### config.mk
export PLATFORM = sky130hd
export DESIGN_NAME = opera_bus_arbiter
export DESIGN_NICKNAME = d
export VERILOG_FILES = /design/src/rtl/opera_bus_arbiter.sv
export SDC_FILE = /design/constraint.sdc
export NUM_CORES = 1
export LEC_CHECK = 0
export ABC_AREA = 1
export BUFFER_PORTS_ARGS = -buffer_cell sky130_fd_sc_hd__buf_2
export CORE_AREA = 2 2 126 128
export CTS_CLUSTER_SIZE = 10
export DETAILED_ROUTE_END_ITERATION = 7
export DIE_AREA = 0 0 128 130
export PLACE_DENSITY = 0.4
export SLEW_MARGIN = 20
export SYNTH_ARGS = -nofsm -noshare
export SYNTH_HDL_FRONTEND = slang
export SYNTH_SLANG_ARGS = --single-unit
### constraint.sdc
create_clock -name sys_clk -period 2.02 [get_ports sys_clk]
set_clock_uncertainty 0.05 [all_clocks]
set_input_delay 0.303 -clock sys_clk [delete_from_list [all_inputs] [get_ports sys_clk]]
set_output_delay 0.303 -clock sys_clk [all_outputs]
set_load 0.005 [all_outputs]
### src/rtl/opera_bus_arbiter.sv
// Two-master Wishbone arbiter (DMA priority, CPU anti-starvation) with chip-select decode; OPERA_BUS_TIMEOUT_EN adds a missing-ack watchdog.
// Grant one cycle after cyc seen in IDLE, ack/data routed combinationally; owner stalls until ack, one IDLE cycle between tenures.
module opera_bus_arbiter #(
    parameter int          DMA_MAX_RUN = 4,
    parameter int          TIMEOUT     = 255,
    parameter logic [31:0] ERR_DATA    = 32'hBAD0_BAD0
) (
    input  logic        sys_clk,
    input  logic        reset_n,
    input  logic        cpu_cyc,
    input  logic        cpu_stb,
    input  logic        cpu_we,
    input  logic [31:0] cpu_adr,
    input  logic [31:0] cpu_dat_w,
    input  logic [3:0]  cpu_sel,
    output logic [31:0] cpu_dat_r,
    output logic        cpu_ack,
    input  logic        dma_cyc,
    input  logic        dma_stb,
    input  logic        dma_we,
    input  logic [31:0] dma_adr,
    input  logic [31:0] dma_dat_w,
    input  logic [3:0]  dma_sel,
    output logic [31:0] dma_dat_r,
    output logic        dma_ack,
    output logic        o_wb_cyc,
    output logic        o_wb_stb,
    output logic        o_wb_we,
    output logic [31:0] o_wb_adr,
    output logic [31:0] o_wb_dat,
    output logic [3:0]  o_wb_sel,
    input  logic [31:0] i_wb_dat,
    input  logic        i_wb_ack,
    output logic        madam_cs,
    output logic        clio_cs,
    output logic        xbus_cs,
    output logic        grant_cpu,
    output logic        grant_dma,
    output logic        bus_err
);

    typedef enum logic [1:0] {
        IDLE    = 2'd0,
        OWN_CPU = 2'd1,
        OWN_DMA = 2'd2
    } state_t;

    localparam logic [3:0] RUN_MAX = 4'(DMA_MAX_RUN);

    state_t      r_state;
    state_t      w_next;
    logic [3:0]  r_run;
    logic        w_to_fire;
    logic        w_ack_any;
    logic [31:0] w_rdat;

    always_ff @(posedge sys_clk or negedge reset_n) begin
        if (!reset_n) r_state <= IDLE;
        else          r_state <= w_next;
    end

    always_comb begin
        w_next = r_state;
        case (r_state)
            IDLE: begin
                if (cpu_cyc && r_run == RUN_MAX) w_next = OWN_CPU;
                else if (dma_cyc)                w_next = OWN_DMA;
                else if (cpu_cyc)                w_next = OWN_CPU;
            end
            OWN_CPU: if (!cpu_cyc) w_next = IDLE;
            OWN_DMA: if (!dma_cyc) w_next = IDLE;
            default: w_next = IDLE;
        endcase
    end

    // Counts DMA tenures that finished while the CPU was kept waiting.
    always_ff @(posedge sys_clk or negedge reset_n) begin
        if (!reset_n) begin
            r_run <= 4'd0;
        end else if (w_next == OWN_CPU && r_state != OWN_CPU) begin
            r_run <= 4'd0;
        end else if (r_state == OWN_DMA && !dma_cyc && cpu_cyc && r_run != RUN_MAX) begin
            r_run <= r_run + 4'd1;
        end
    end

    assign grant_cpu = (r_state == OWN_CPU);
    assign grant_dma = (r_state == OWN_DMA);

    always_comb begin
        o_wb_cyc = 1'b0;
        o_wb_stb = 1'b0;
        o_wb_we  = 1'b0;
        o_wb_adr = 32'd0;
        o_wb_dat = 32'd0;
        o_wb_sel = 4'd0;
        if (grant_cpu) begin
            o_wb_cyc = cpu_cyc;
            o_wb_stb = cpu_stb;
            o_wb_we  = cpu_we;
            o_wb_adr = cpu_adr;
            o_wb_dat = cpu_dat_w;
            o_wb_sel = cpu_sel;
        end else if (grant_dma) begin
            o_wb_cyc = dma_cyc;
            o_wb_stb = dma_stb;
            o_wb_we  = dma_we;
            o_wb_adr = dma_adr;
            o_wb_dat = dma_dat_w;
            o_wb_sel = dma_sel;
        end
    end

    assign madam_cs = o_wb_cyc && (o_wb_adr[31:16] == 16'h0330);
    assign clio_cs  = o_wb_cyc && (o_wb_adr[31:16] == 16'h0340);
    assign xbus_cs  = o_wb_cyc && ((o_wb_adr == 32'h0340_0414) || (o_wb_adr[31:8] == 24'h03_4005));

`ifdef OPERA_BUS_TIMEOUT_EN
    localparam logic [7:0] TO_LAST = 8'(TIMEOUT - 1);

    logic [7:0] r_to_cnt;
    logic       w_stall;

    assign w_stall   = o_wb_stb && !i_wb_ack;
    // A real ack in the firing cycle suppresses the synthetic one via w_stall.
    assign w_to_fire = w_stall && (r_to_cnt == TO_LAST);

    always_ff @(posedge sys_clk or negedge reset_n) begin
        if (!reset_n) begin
            r_to_cnt <= 8'd0;
        end else if (!w_stall || w_to_fire || w_next != r_state) begin
            r_to_cnt <= 8'd0;
        end else begin
            r_to_cnt <= r_to_cnt + 8'd1;
        end
    end
`else
    // Watchdog compiled out: nothing ever fires, a silent slave stalls the owner.
    assign w_to_fire = 1'b0 & (TIMEOUT != 0);
`endif

    assign bus_err   = w_to_fire;
    assign w_ack_any = i_wb_ack || w_to_fire;
    assign w_rdat    = w_to_fire ? ERR_DATA : i_wb_dat;

    assign cpu_ack   = grant_cpu && w_ack_any;
    assign dma_ack   = grant_dma && w_ack_any;
    assign cpu_dat_r = grant_cpu ? w_rdat : 32'd0;
    assign dma_dat_r = grant_dma ? w_rdat : 32'd0;

endmodule

### After elaboration in Yosys (flattened, before gate mapping)

Cells that the tools add are included.

| word-level totals | value |
|---|---|
| memory bits (read-only) | 0 |
| latch bits | 0 |
| memories | 0 |
| input bits | 177 |
| bits in registers | 6 |
| output and inout port bits | 143 |
| logic and storage cells | 49 |
| bits in writable memories | 0 |

| operators by class | value |
|---|---|
| shift operators | 0 |
| multipliers | 0 |
| div/mod/pow operators | 0 |
| muxes and demuxes | 22 |
| equality and inequality tests | 10 |
| add/sub/neg operators | 1 |
| order comparisons | 0 |
| reductions and logical operators | 14 |
| bitwise operators | 0 |

Operators with widths:

| cell | number |
|---|---|
| 32-bit 2-to-1 mux | 6 |
| 16-bit by 10-bit == test with 1-bit output, second input constant | 2 |
| 32-bit by 26-bit == test with 1-bit output, second input constant | 1 |
| 24-bit by 18-bit == test with 1-bit output, second input constant | 1 |
| 4-bit 2-to-1 mux | 4 |
| 1-bit logical AND | 10 |
| 2-bit 2-to-1 mux | 5 |
| 1-bit 2-to-1 mux | 6 |
| 2-bit case mux with 3 select lines | 1 |
| 4-bit by 1-bit adder with 4-bit output, second input constant | 1 |
| 2-bit by 1-bit == test with 1-bit output, second input constant | 2 |
| 4-bit by 3-bit == test with 1-bit output, second input constant | 1 |
| 4-bit by 3-bit inequality test with 1-bit output, second input constant | 1 |
| 2-bit == test, second input constant | 1 |
| 2-bit zero test | 1 |
| 2-bit by 1-bit inequality test with 1-bit output, second input constant | 1 |
| 2-bit nonzero test | 1 |
| 1-bit zero test | 1 |
| 1-bit logical OR | 1 |

### Longest topological paths before layout

Gate-level depths: netlist of the first run.

| logic depth | value |
|---|---|
| depth after elaboration | 7 |
| mapped depth | 12 |
| depth with buffers taken out | 10 |

### Worst setup path after synthesis of the first run

No wires, ideal clock.

| timing path | value |
|---|---|
| path kind | register -> output |
| start point | register r_state[1] |
| end point | output xbus_cs |
| slack | 0.332 ns |
| required time | 1.667 ns |
| cell stages (with the launch flop) | 11 |
| path buffers | 1 |
| arrival time | 1.335 ns |
| cells stage by stage | dfrtp_1 inv_2 nor2_8 buf_8 nand2_1 nand2_1 nor2_1 nand2_1 nor2_1 nand2_1 nor2_1 |

| on the way | value |
|---|---|
| cells in the longest elaborated chain, start to end | 6 |
| elaborated cells between the ends (all ways) | 10 |
| classes of those cells | eq/ne: 4; mux: 4; reduce/logical: 2 |

Ends and longest elaborated chain:

| what | RTL line | source |
|---|---|---|
| from (decl) | 50 | `state_t r_state;` |
| from (signal assigned) | 59 | `else r_state <= w_next;` |
| 2-bit == test | 88 | `assign grant_dma = (r_state == OWN_DMA);` |
| 32-bit 2-to-1 mux | 104 | `end else if (grant_dma) begin` |
| 32-bit 2-to-1 mux * | 97 | `if (grant_cpu) begin` |
| net o_wb_adr[19] | 29 | `output logic [31:0] o_wb_adr,` |
| 32-bit by 26-bit == test with 1-bit output / 24-bit by 18-bit == test with 1-bit output (equally long branches) | 116 | `assign xbus_cs = o_wb_cyc && ((o_wb_adr == 32'h0340_0414) \|\| (o_wb_adr[31:8] == 24'h03_4005));` |
| 1-bit logical OR * | 116 |  |
| 1-bit logical AND * | 116 |  |
| to (decl) | 36 | `output logic xbus_cs,` |

Mark *: on every way through the listed nets, which the timed path passes. The rest lies on a longest branch.

### Worst setup path in the final report of the first run

| timing path | value |
|---|---|
| start point | register r_state[0] |
| end point | output xbus_cs |

| on the way | value |
|---|---|
| cells in the longest elaborated chain, start to end | 6 |
| elaborated cells between the ends (all ways) | 10 |
| classes of those cells | eq/ne: 4; mux: 4; reduce/logical: 2 |

Ends and longest elaborated chain:

| what | RTL line |
|---|---|
| 2-bit == test | 88 |
| 32-bit 2-to-1 mux | 104 |
| 32-bit 2-to-1 mux | 97 |
| 32-bit by 26-bit == test with 1-bit output / 24-bit by 18-bit == test with 1-bit output (equally long branches) | 116 |
| 1-bit logical OR | 116 |
| 1-bit logical AND * | 116 |

Mark *: on every way between the ends. The rest lies on a longest branch, timed or not.

==> run_summary.xml, run 1 <==
<?xml version="1.0" encoding="UTF-8"?>
<metrics>
  <group name="cells_and_area">
    <metric name="fin_nets" unit="">884</metric>
    <metric name="final_common_cell" unit="">sky130_fd_sc_hd__buf_2</metric>
    <metric name="layout.filler_cells" unit="">1766</metric>
    <metric name="layout.cell_area.non_filler" unit="um2">4430</metric>
    <metric name="storage_cell_area" unit="um2">151</metric>
    <metric name="multiInputGateArea" unit="um2">1480</metric>
    <metric name="most_frequent_cells_in_the_layout" unit="">sky130_fd_sc_hd__buf_2 (315), sky130_fd_sc_hd__nor2_1 (77), sky130_fd_sc_hd__nand2_1 (64)</metric>
    <metric name="layout-drive-gt1-share" unit="">0.610</metric>
    <metric name="antenna_cells" unit="">0</metric>
    <metric name="layout-area-overhead-vs-synth" unit="%">142</metric>
  </group>
  <group name="sta">
    <metric name="hold_violations" unit="">0</metric>
    <metric name="worst_hold_slack" unit="ns">0.288</metric>
    <metric name="maxClockFrequency" unit="MHz">462</metric>
    <metric name="rsz0062_at_grt" unit="">true</metric>
    <metric name="setup-violations-final" unit="">22</metric>
    <metric name="portion_of_the_clock_cycle_consumed_by_the_worst_path_in_the_final_layout" unit="">1.07</metric>
    <metric name="final_period_minus_worst_setup_slack" unit="ns">2.16</metric>
    <metric name="report.final.slew_viol_count" unit="">0</metric>
    <metric name="fin_ws" unit="ns">-0.145</metric>
  </group>
  <group name="die">
    <metric name="boundaryPins" unit="">320</metric>
    <metric name="core.rowCount" unit="">46</metric>
    <metric name="die-height" unit="um">130</metric>
    <metric name="design.core.area" unit="um2">15400</metric>
    <metric name="die_width" unit="um">128</metric>
    <metric name="die_outline_area" unit="um2">16600</metric>
    <metric name="start_util" unit="">0.119</metric>
  </group>
  <group name="synth">
    <metric name="avgSynthCellArea" unit="um2">5.25</metric>
    <metric name="yosysUniqueCellTypes" unit="">29</metric>
    <metric name="synth_seq_cells" unit="">6</metric>
    <metric name="syn_inst" unit="">349</metric>
    <metric name="synthesis.nets" unit="">528</metric>
    <metric name="netlist_top_cells_area" unit="">sky130_fd_sc_hd__a22o_1 (18%), sky130_fd_sc_hd__nor2_1 (17%), sky130_fd_sc_hd__nand2_1 (16%)</metric>
    <metric name="syn-cell-area" unit="um2">1830</metric>
    <metric name="synth_top_area_frac" unit="">0.182</metric>
    <metric name="synth_seq_area_share" unit="">0.0819</metric>
    <metric name="synth.yosys.warnings" unit="">0</metric>
    <metric name="synth_largest_area_cell" unit="">sky130_fd_sc_hd__a22o_1</metric>
  </group>
  <group name="global_routing">
    <metric name="grt_pass1_vias" unit="">3364</metric>
    <metric name="grt_util_all_layers" unit="">0.140</metric>
    <metric name="grt.overflow.total" unit="">0</metric>
    <metric name="grt_first_pass_wirelength" unit="mm">18.3</metric>
    <metric name="grt_start_max_net_pins" unit="">34</metric>
    <metric name="antenna_found_initial" unit="">0</metric>
  </group>
  <group name="place">
    <metric name="place.port_buffers" unit="">318</metric>
    <metric name="place_area" unit="um2">3780</metric>
    <metric name="dp_slack" unit="ns">-0.00603</metric>
    <metric name="dp.final_hpwl" unit="mm">11.0</metric>
    <metric name="gp_congestion" unit="">0.815</metric>
  </group>
  <group name="setup_path">
    <metric name="reg2reg_slack" unit="ns">0.30</metric>
    <metric name="crit_chain" unit="">buf_12 -&gt; inv_12 -&gt; bufbuf_16 -&gt; nand3_1 -&gt; nand2_1 -&gt; inv_1 -&gt; nand2_1 -&gt; nor2_2 -&gt; nand2_1 -&gt; nand2_1 -&gt; nand2_1 -&gt; nor2_1 -&gt; buf_2</metric>
    <metric name="timing.critical_path.mode_cell" unit="">sky130_fd_sc_hd__nand2_1</metric>
    <metric name="crit_arrival" unit="ns">1.81</metric>
    <metric name="setup.worst_path.end_class" unit="">output pin</metric>
    <metric name="r2r_start" unit="">r_state[1]</metric>
    <metric name="delay_of_the_slowest_cell_on_the_worst_path" unit="ns">0.36</metric>
    <metric name="worst_setup_path_start" unit="">r_state[0]</metric>
    <metric name="cp-start-kind" unit="">register</metric>
    <metric name="worstPathMaxFanout" unit="">5</metric>
    <metric name="criticalPathCategory" unit="">reg -&gt; out</metric>
    <metric name="cp_slowest_cell" unit="">sky130_fd_sc_hd__dfrtp_1</metric>
    <metric name="timing.critical_path.required" unit="ns">1.67</metric>
  </group>
  <group name="clock_tree">
    <metric name="clock_tree_from_tritoncts" unit="">done</metric>
    <metric name="clk_latency" unit="ns">0.23</metric>
    <metric name="clock_tree.root_cell" unit="">sky130_fd_sc_hd__clkbuf_16</metric>
    <metric name="cts_num_sinks" unit="">6</metric>
    <metric name="ctsHtreeMaxLevel" unit="">1</metric>
    <metric name="numCtsBuffers" unit="">3</metric>
    <metric name="clock_path_buffers" unit="">2</metric>
    <metric name="cts_clock_pin_slew_for_the_worst_setup_and_hold_paths" unit="ns">0.03</metric>
  </group>
  <group name="power_and_ir_drop">
    <metric name="p_clk_frac" unit="">0.165</metric>
    <metric name="power_density_over_the_cells" unit="nW/um2">431</metric>
    <metric name="swShare" unit="">0.414</metric>
    <metric name="p_seq_frac" unit="">0.082</metric>
    <metric name="internal_power" unit="mW">1.12</metric>
    <metric name="vdd_ir_drop_max" unit="V">0.000394</metric>
    <metric name="netSwitchingPower" unit="mW">0.791</metric>
    <metric name="combinationalPowerShare" unit="">0.752</metric>
    <metric name="p_leak" unit="nW">2.88</metric>
  </group>
  <group name="worst_hold_path">
    <metric name="hold_class" unit="">in -&gt; reg</metric>
    <metric name="hold_path.startpoint" unit="">dma_cyc</metric>
  </group>
  <group name="routing">
    <metric name="totalWireLength" unit="mm">13.6</metric>
    <metric name="drt_first_iter_violations" unit="">147</metric>
    <metric name="via_count" unit="">3594</metric>
    <metric name="number_of_optimization_iterations_in_the_first_detailed_route_pass" unit="">5</metric>
    <metric name="drt.antenna.violating_nets" unit="">0</metric>
    <metric name="vias_per_cell" unit="">4.02</metric>
    <metric name="drc" unit="">0</metric>
    <metric name="route.detailed.wl_per_inst" unit="um">15.2</metric>
  </group>
  <group name="job">
    <metric name="maxCapViolations" unit="">0</metric>
  </group>
  <group name="run_status">
    <metric name="violations" unit="">negative setup slack</metric>
    <metric name="run_status" unit="">complete, but fails checks</metric>
  </group>
</metrics>
Yosys cell counts:
cell type                  count
sky130_fd_sc_hd__a21oi_1       1
sky130_fd_sc_hd__dfrtp_1       6
sky130_fd_sc_hd__inv_2         4
sky130_fd_sc_hd__nor3_1        1
sky130_fd_sc_hd__a22o_1       38
sky130_fd_sc_hd__buf_8         1
sky130_fd_sc_hd__nand3_4       1
sky130_fd_sc_hd__o211ai_1      1
sky130_fd_sc_hd__nand2_2       8
sky130_fd_sc_hd__and2_1        1
sky130_fd_sc_hd__nand2_1      80
sky130_fd_sc_hd__nor4_1        1
sky130_fd_sc_hd__o22ai_1       1
sky130_fd_sc_hd__nor2_4        1
sky130_fd_sc_hd__inv_1        57
sky130_fd_sc_hd__nand3b_1      1
sky130_fd_sc_hd__buf_4         3
sky130_fd_sc_hd__conb_1        1
sky130_fd_sc_hd__buf_1         3
sky130_fd_sc_hd__buf_6         4
sky130_fd_sc_hd__xnor2_1       1
sky130_fd_sc_hd__nor2_8        1
sky130_fd_sc_hd__clkbuf_1      3
sky130_fd_sc_hd__ha_1          2
sky130_fd_sc_hd__nand4_1       1
sky130_fd_sc_hd__buf_2         9
sky130_fd_sc_hd__o21ai_0       4
sky130_fd_sc_hd__nor2_1       85
sky130_fd_sc_hd__nand3_1      29
final timing paths:
kind,depth (start not counted),end
setup / recovery,13,xbus_cs
hold reg to reg,2,r_run[3]
setup reg to reg,11,r_run[2]
min in group asynchronous,2,r_run[3]
max in group asynchronous,2,r_state[1]
hold / removal,3,r_state[1]
through the flow:
step / total power, mW / utilization / cells / setup TNS, ns
finish: 1.91 / 0.287 / 895 / -0.878
global route: 2.06 / 0.287 / 895 / -2.77
CTS: 1.82 / 0.272 / 889 / -0.470
detailed placement: 1.34 / 0.245 / 861 / -0.00603
global placement: 1.35 / 0.245 / 861 / 0
floorplan: 0.680 / - / 349 / 0
state kept, by name, indices dropped and copies added (netlist names):
signal,cells
r_state,2
r_run,4
worst max-delay path: cells and delay by family (launching register included):
| kind | cells | cell delay, ns |
|---|---|---|
| buffers and inverters | 5 | 0.65 |
| DFF | 1 | 0.36 |
| and+or+nand+nor | 8 | 0.56 |
layer usage:
metal  track usage  part of all wire  up-vias
met1         0.170              0.41     1620
li1              -                 -     1801
met3        0.0295             0.077        4
met5             0                 0        -
met2         0.266              0.51      169
met4       0.00970            0.0021        0
power by group through the flow:
stage | sequential, mW | combinational (mW) | clock (mW)
after detailed placement | 0.156 | 1.18 | 0
after global routing | 0.159 | 1.57 | 0.330
after CTS | 0.157 | 1.34 | 0.318
after floorplan | 0.152 | 0.528 | 0
final | 0.157 | 1.44 | 0.316
after global placement | 0.157 | 1.19 | 0
area by class of cell:
type / count / share of cell area
inverter: 61 / 0.0556
clock buffer: 3 / 0.0169
timing repair buffer: 373 / 0.505
tap: 192 / 0.0542
sequential: 6 / 0.0341
multi-input combinational: 260 / 0.334
what timing repair did:
action / in CTS / in global routing
setup endpoints to repair: 5 / 30
gates resized for setup: 27 / 51
hold buffers: 1 / 0
cloned: 3 / 0
pin swaps: 15 / 34
hold endpoints to repair: 6 / 0
setup buffers: 23 / 12
cell families after synthesis:
logic type / synth area share
compound gates: 0.203
xor+xnor: 0.00478
fa+ha+maj: 0.0136
buf+inv: 0.207
flops: 0.0819
other cells: 0.00205
simple gates: 0.488
(Power assumes the default switching activity.)
==> inputs of run 2 (changes only) <==
- SETUP_SLACK_MARGIN: unset -> 0.3
==> run_summary.xml, run 2 (synthesis results as in run 1) <==
<?xml version="1.0" encoding="UTF-8"?>
<metrics>
  <group name="global_routing">
    <metric name="grt_util_all_layers" unit="">0.142</metric>
    <metric name="antenna_found_initial" unit="">0</metric>
    <metric name="grt_start_max_net_pins" unit="">21</metric>
    <metric name="grt_pass1_vias" unit="">3447</metric>
    <metric name="grt.overflow.total" unit="">0</metric>
    <metric name="grt_first_pass_wirelength" unit="mm">18.6</metric>
  </group>
  <group name="die">
    <metric name="core.rowCount" unit="">46</metric>
    <metric name="start_util" unit="">0.119</metric>
    <metric name="die_outline_area" unit="um2">16600</metric>
    <metric name="design.core.area" unit="um2">15400</metric>
    <metric name="die_width" unit="um">128</metric>
    <metric name="die-height" unit="um">130</metric>
    <metric name="boundaryPins" unit="">320</metric>
  </group>
  <group name="worst_hold_path">
    <metric name="hold_class" unit="">in -&gt; reg</metric>
    <metric name="hold_path.startpoint" unit="">dma_cyc</metric>
  </group>
  <group name="clock_tree">
    <metric name="clock_tree_from_tritoncts" unit="">done</metric>
    <metric name="clk_latency" unit="ns">0.23</metric>
    <metric name="cts_clock_pin_slew_for_the_worst_setup_and_hold_paths" unit="ns">0.03</metric>
    <metric name="ctsHtreeMaxLevel" unit="">1</metric>
    <metric name="clock_path_buffers" unit="">2</metric>
    <metric name="clock_tree.root_cell" unit="">sky130_fd_sc_hd__clkbuf_16</metric>
    <metric name="cts_num_sinks" unit="">6</metric>
    <metric name="numCtsBuffers" unit="">3</metric>
  </group>
  <group name="setup_path">
    <metric name="crit_arrival" unit="ns">1.83</metric>
    <metric name="criticalPathCategory" unit="">reg -&gt; out</metric>
    <metric name="r2r_start" unit="">r_state[0]</metric>
    <metric name="cp-start-kind" unit="">register</metric>
    <metric name="delay_of_the_slowest_cell_on_the_worst_path" unit="ns">0.38</metric>
    <metric name="setup.worst_path.end_class" unit="">output pin</metric>
    <metric name="worst_setup_path_start" unit="">r_state[0]</metric>
    <metric name="worstPathMaxFanout" unit="">8</metric>
    <metric name="timing.critical_path.mode_cell" unit="">sky130_fd_sc_hd__buf_12</metric>
    <metric name="crit_chain" unit="">buf_12 -&gt; nor2_8 -&gt; buf_12 -&gt; buf_8 -&gt; clkinv_8 -&gt; buf_6 -&gt; buf_6 -&gt; buf_12 -&gt; nor2_4 -&gt; buf_2</metric>
    <metric name="cp_slowest_cell" unit="">sky130_fd_sc_hd__dfrtp_1</metric>
    <metric name="timing.critical_path.required" unit="ns">1.67</metric>
  </group>
  <group name="power_and_ir_drop">
    <metric name="p_leak" unit="nW">3.09</metric>
    <metric name="p_clk_frac" unit="">0.142</metric>
    <metric name="p_seq_frac" unit="">0.070</metric>
    <metric name="swShare" unit="">0.402</metric>
    <metric name="vdd_ir_drop_max" unit="V">0.000415</metric>
    <metric name="power_density_over_the_cells" unit="nW/um2">438</metric>
    <metric name="internal_power" unit="mW">1.33</metric>
    <metric name="combinationalPowerShare" unit="">0.789</metric>
    <metric name="netSwitchingPower" unit="mW">0.897</metric>
  </group>
  <group name="place">
    <metric name="gp_congestion" unit="">0.815</metric>
    <metric name="dp_cells" unit="">861</metric>
    <metric name="place.port_buffers" unit="">318</metric>
    <metric name="dp.final_hpwl" unit="mm">11.0</metric>
    <metric name="dp_slack" unit="ns">-0.00603</metric>
  </group>
  <group name="cells_and_area">
    <metric name="regMostFlops" unit="">r_run</metric>
    <metric name="layout.filler_cells" unit="">1697</metric>
    <metric name="antenna_cells" unit="">0</metric>
    <metric name="layout.cells.non_filler" unit="">904</metric>
    <metric name="most_frequent_cells_in_the_layout" unit="">sky130_fd_sc_hd__buf_2 (295), sky130_fd_sc_hd__inv_1 (56), sky130_fd_sc_hd__nand2_1 (51)</metric>
    <metric name="layout-area-overhead-vs-synth" unit="%">178</metric>
    <metric name="top_regs" unit="">r_run: 4 flops, r_state: 2 flops</metric>
    <metric name="layout.core_utilization" unit="">0.330</metric>
    <metric name="fin_nets" unit="">893</metric>
    <metric name="largest_register_ff_count" unit="">4</metric>
    <metric name="layout-drive-gt1-share" unit="">0.670</metric>
    <metric name="final_common_cell" unit="">sky130_fd_sc_hd__buf_2</metric>
  </group>
  <group name="sta">
    <metric name="setup-violations-final" unit="">62</metric>
    <metric name="hold_violations" unit="">0</metric>
    <metric name="portion_of_the_clock_cycle_consumed_by_the_worst_path_in_the_final_layout" unit="">1.08</metric>
    <metric name="setup_total_negative_slack" unit="ns">-5.77</metric>
    <metric name="report.final.slew_viol_count" unit="">0</metric>
    <metric name="final_period_minus_worst_setup_slack" unit="ns">2.18</metric>
    <metric name="fin_ws" unit="ns">-0.158</metric>
    <metric name="rsz0062_at_grt" unit="">true</metric>
    <metric name="worst_hold_slack" unit="ns">0.295</metric>
    <metric name="maxClockFrequency" unit="MHz">459</metric>
  </group>
  <group name="routing">
    <metric name="drt.antenna.violating_nets" unit="">0</metric>
    <metric name="drc" unit="">0</metric>
    <metric name="vias_per_cell" unit="">4.05</metric>
    <metric name="number_of_optimization_iterations_in_the_first_detailed_route_pass" unit="">4</metric>
    <metric name="via_count" unit="">3658</metric>
    <metric name="totalWireLength" unit="mm">14.0</metric>
    <metric name="drt_first_iter_violations" unit="">61</metric>
    <metric name="route.detailed.wl_per_inst" unit="um">15.5</metric>
  </group>
  <group name="run_status">
    <metric name="run_status" unit="">complete, but fails checks</metric>
    <metric name="violations" unit="">negative setup slack</metric>
  </group>
  <group name="job">
    <metric name="maxCapViolations" unit="">0</metric>
  </group>
</metrics>
run 2: cell count changes in the layout (fill, tap and decap cells not counted), moves of 10 or more:
cell and change:
sky130_fd_sc_hd__nand2_1 -13, sky130_fd_sc_hd__nor2_1 -29, sky130_fd_sc_hd__buf_6 +24, sky130_fd_sc_hd__nand2_2 +10, sky130_fd_sc_hd__nor2_4 +26, sky130_fd_sc_hd__buf_2 -20
run 2: per-stage QoR:
step	instance area [um2]	power [mW]
final	5100	2.23
after global routing	5100	2.39
after CTS	4470	1.97
after detailed placement	3780	1.34
after global placement	3780	1.35
after floorplan	1830	0.680
run 2: path summary, 6_finish.rpt:
kind	end	slack, ns	cells past startpoint
worst max-delay path	dma_ack	-0.16	10
worst min register to register	r_run[3]	0.49	2
max in group asynchronous	r_state[1]	1.38	2
worst max register to register	r_run[2]	0.31	11
worst min-delay path	r_state[1]	0.29	3
min in group asynchronous	r_run[3]	0.38	2
run 2: worst max-delay path, delay by kind of cell, from the launching register on:
kind                   cells  cell delay [ns]
flip-flops                 1             0.38
buffers and inverters      8             0.96
AND/OR/NAND/NOR            2             0.26
run 2: per-layer routing:
metal  GRT usage  wire length (um)  vias up
met1       0.175              5770     1659
met5           0                 0        -
met2       0.266              7280      166
met3      0.0283               955        4
met4     0.00840                34        0
li1            -                 -     1829
run 2: layout make-up:
type	count	area (um2)	area share
well taps	192	240	0.0471
multi-input cells	259	1730	0.338
inverters	61	254	0.0498
repair buffers	383	2650	0.520
clock buffers	3	75.1	0.0147
flip-flops and latches	6	151	0.0297
run 2: what timing repair did:
action | 4_1_cts | 5_1_grt
hold endpoints to repair | 6 | 0
pin swaps | 27 | 12
gates cloned | 7 | 4
hold buffers | 1 | 0
setup endpoints to repair | 122 | 140
gates resized for setup | 76 | 119
setup buffers | 19 | 9
run 2: power groups by stage:
stage | Combinational [mW] | Sequential (mW) | Clock (mW)
6_report | 1.76 | 0.155 | 0.316
2_1_floorplan | 0.528 | 0.152 | 0
5_1_grt | 1.90 | 0.158 | 0.330
4_1_cts | 1.50 | 0.155 | 0.318
3_3_place_gp | 1.19 | 0.157 | 0
3_5_place_dp | 1.18 | 0.156 | 0
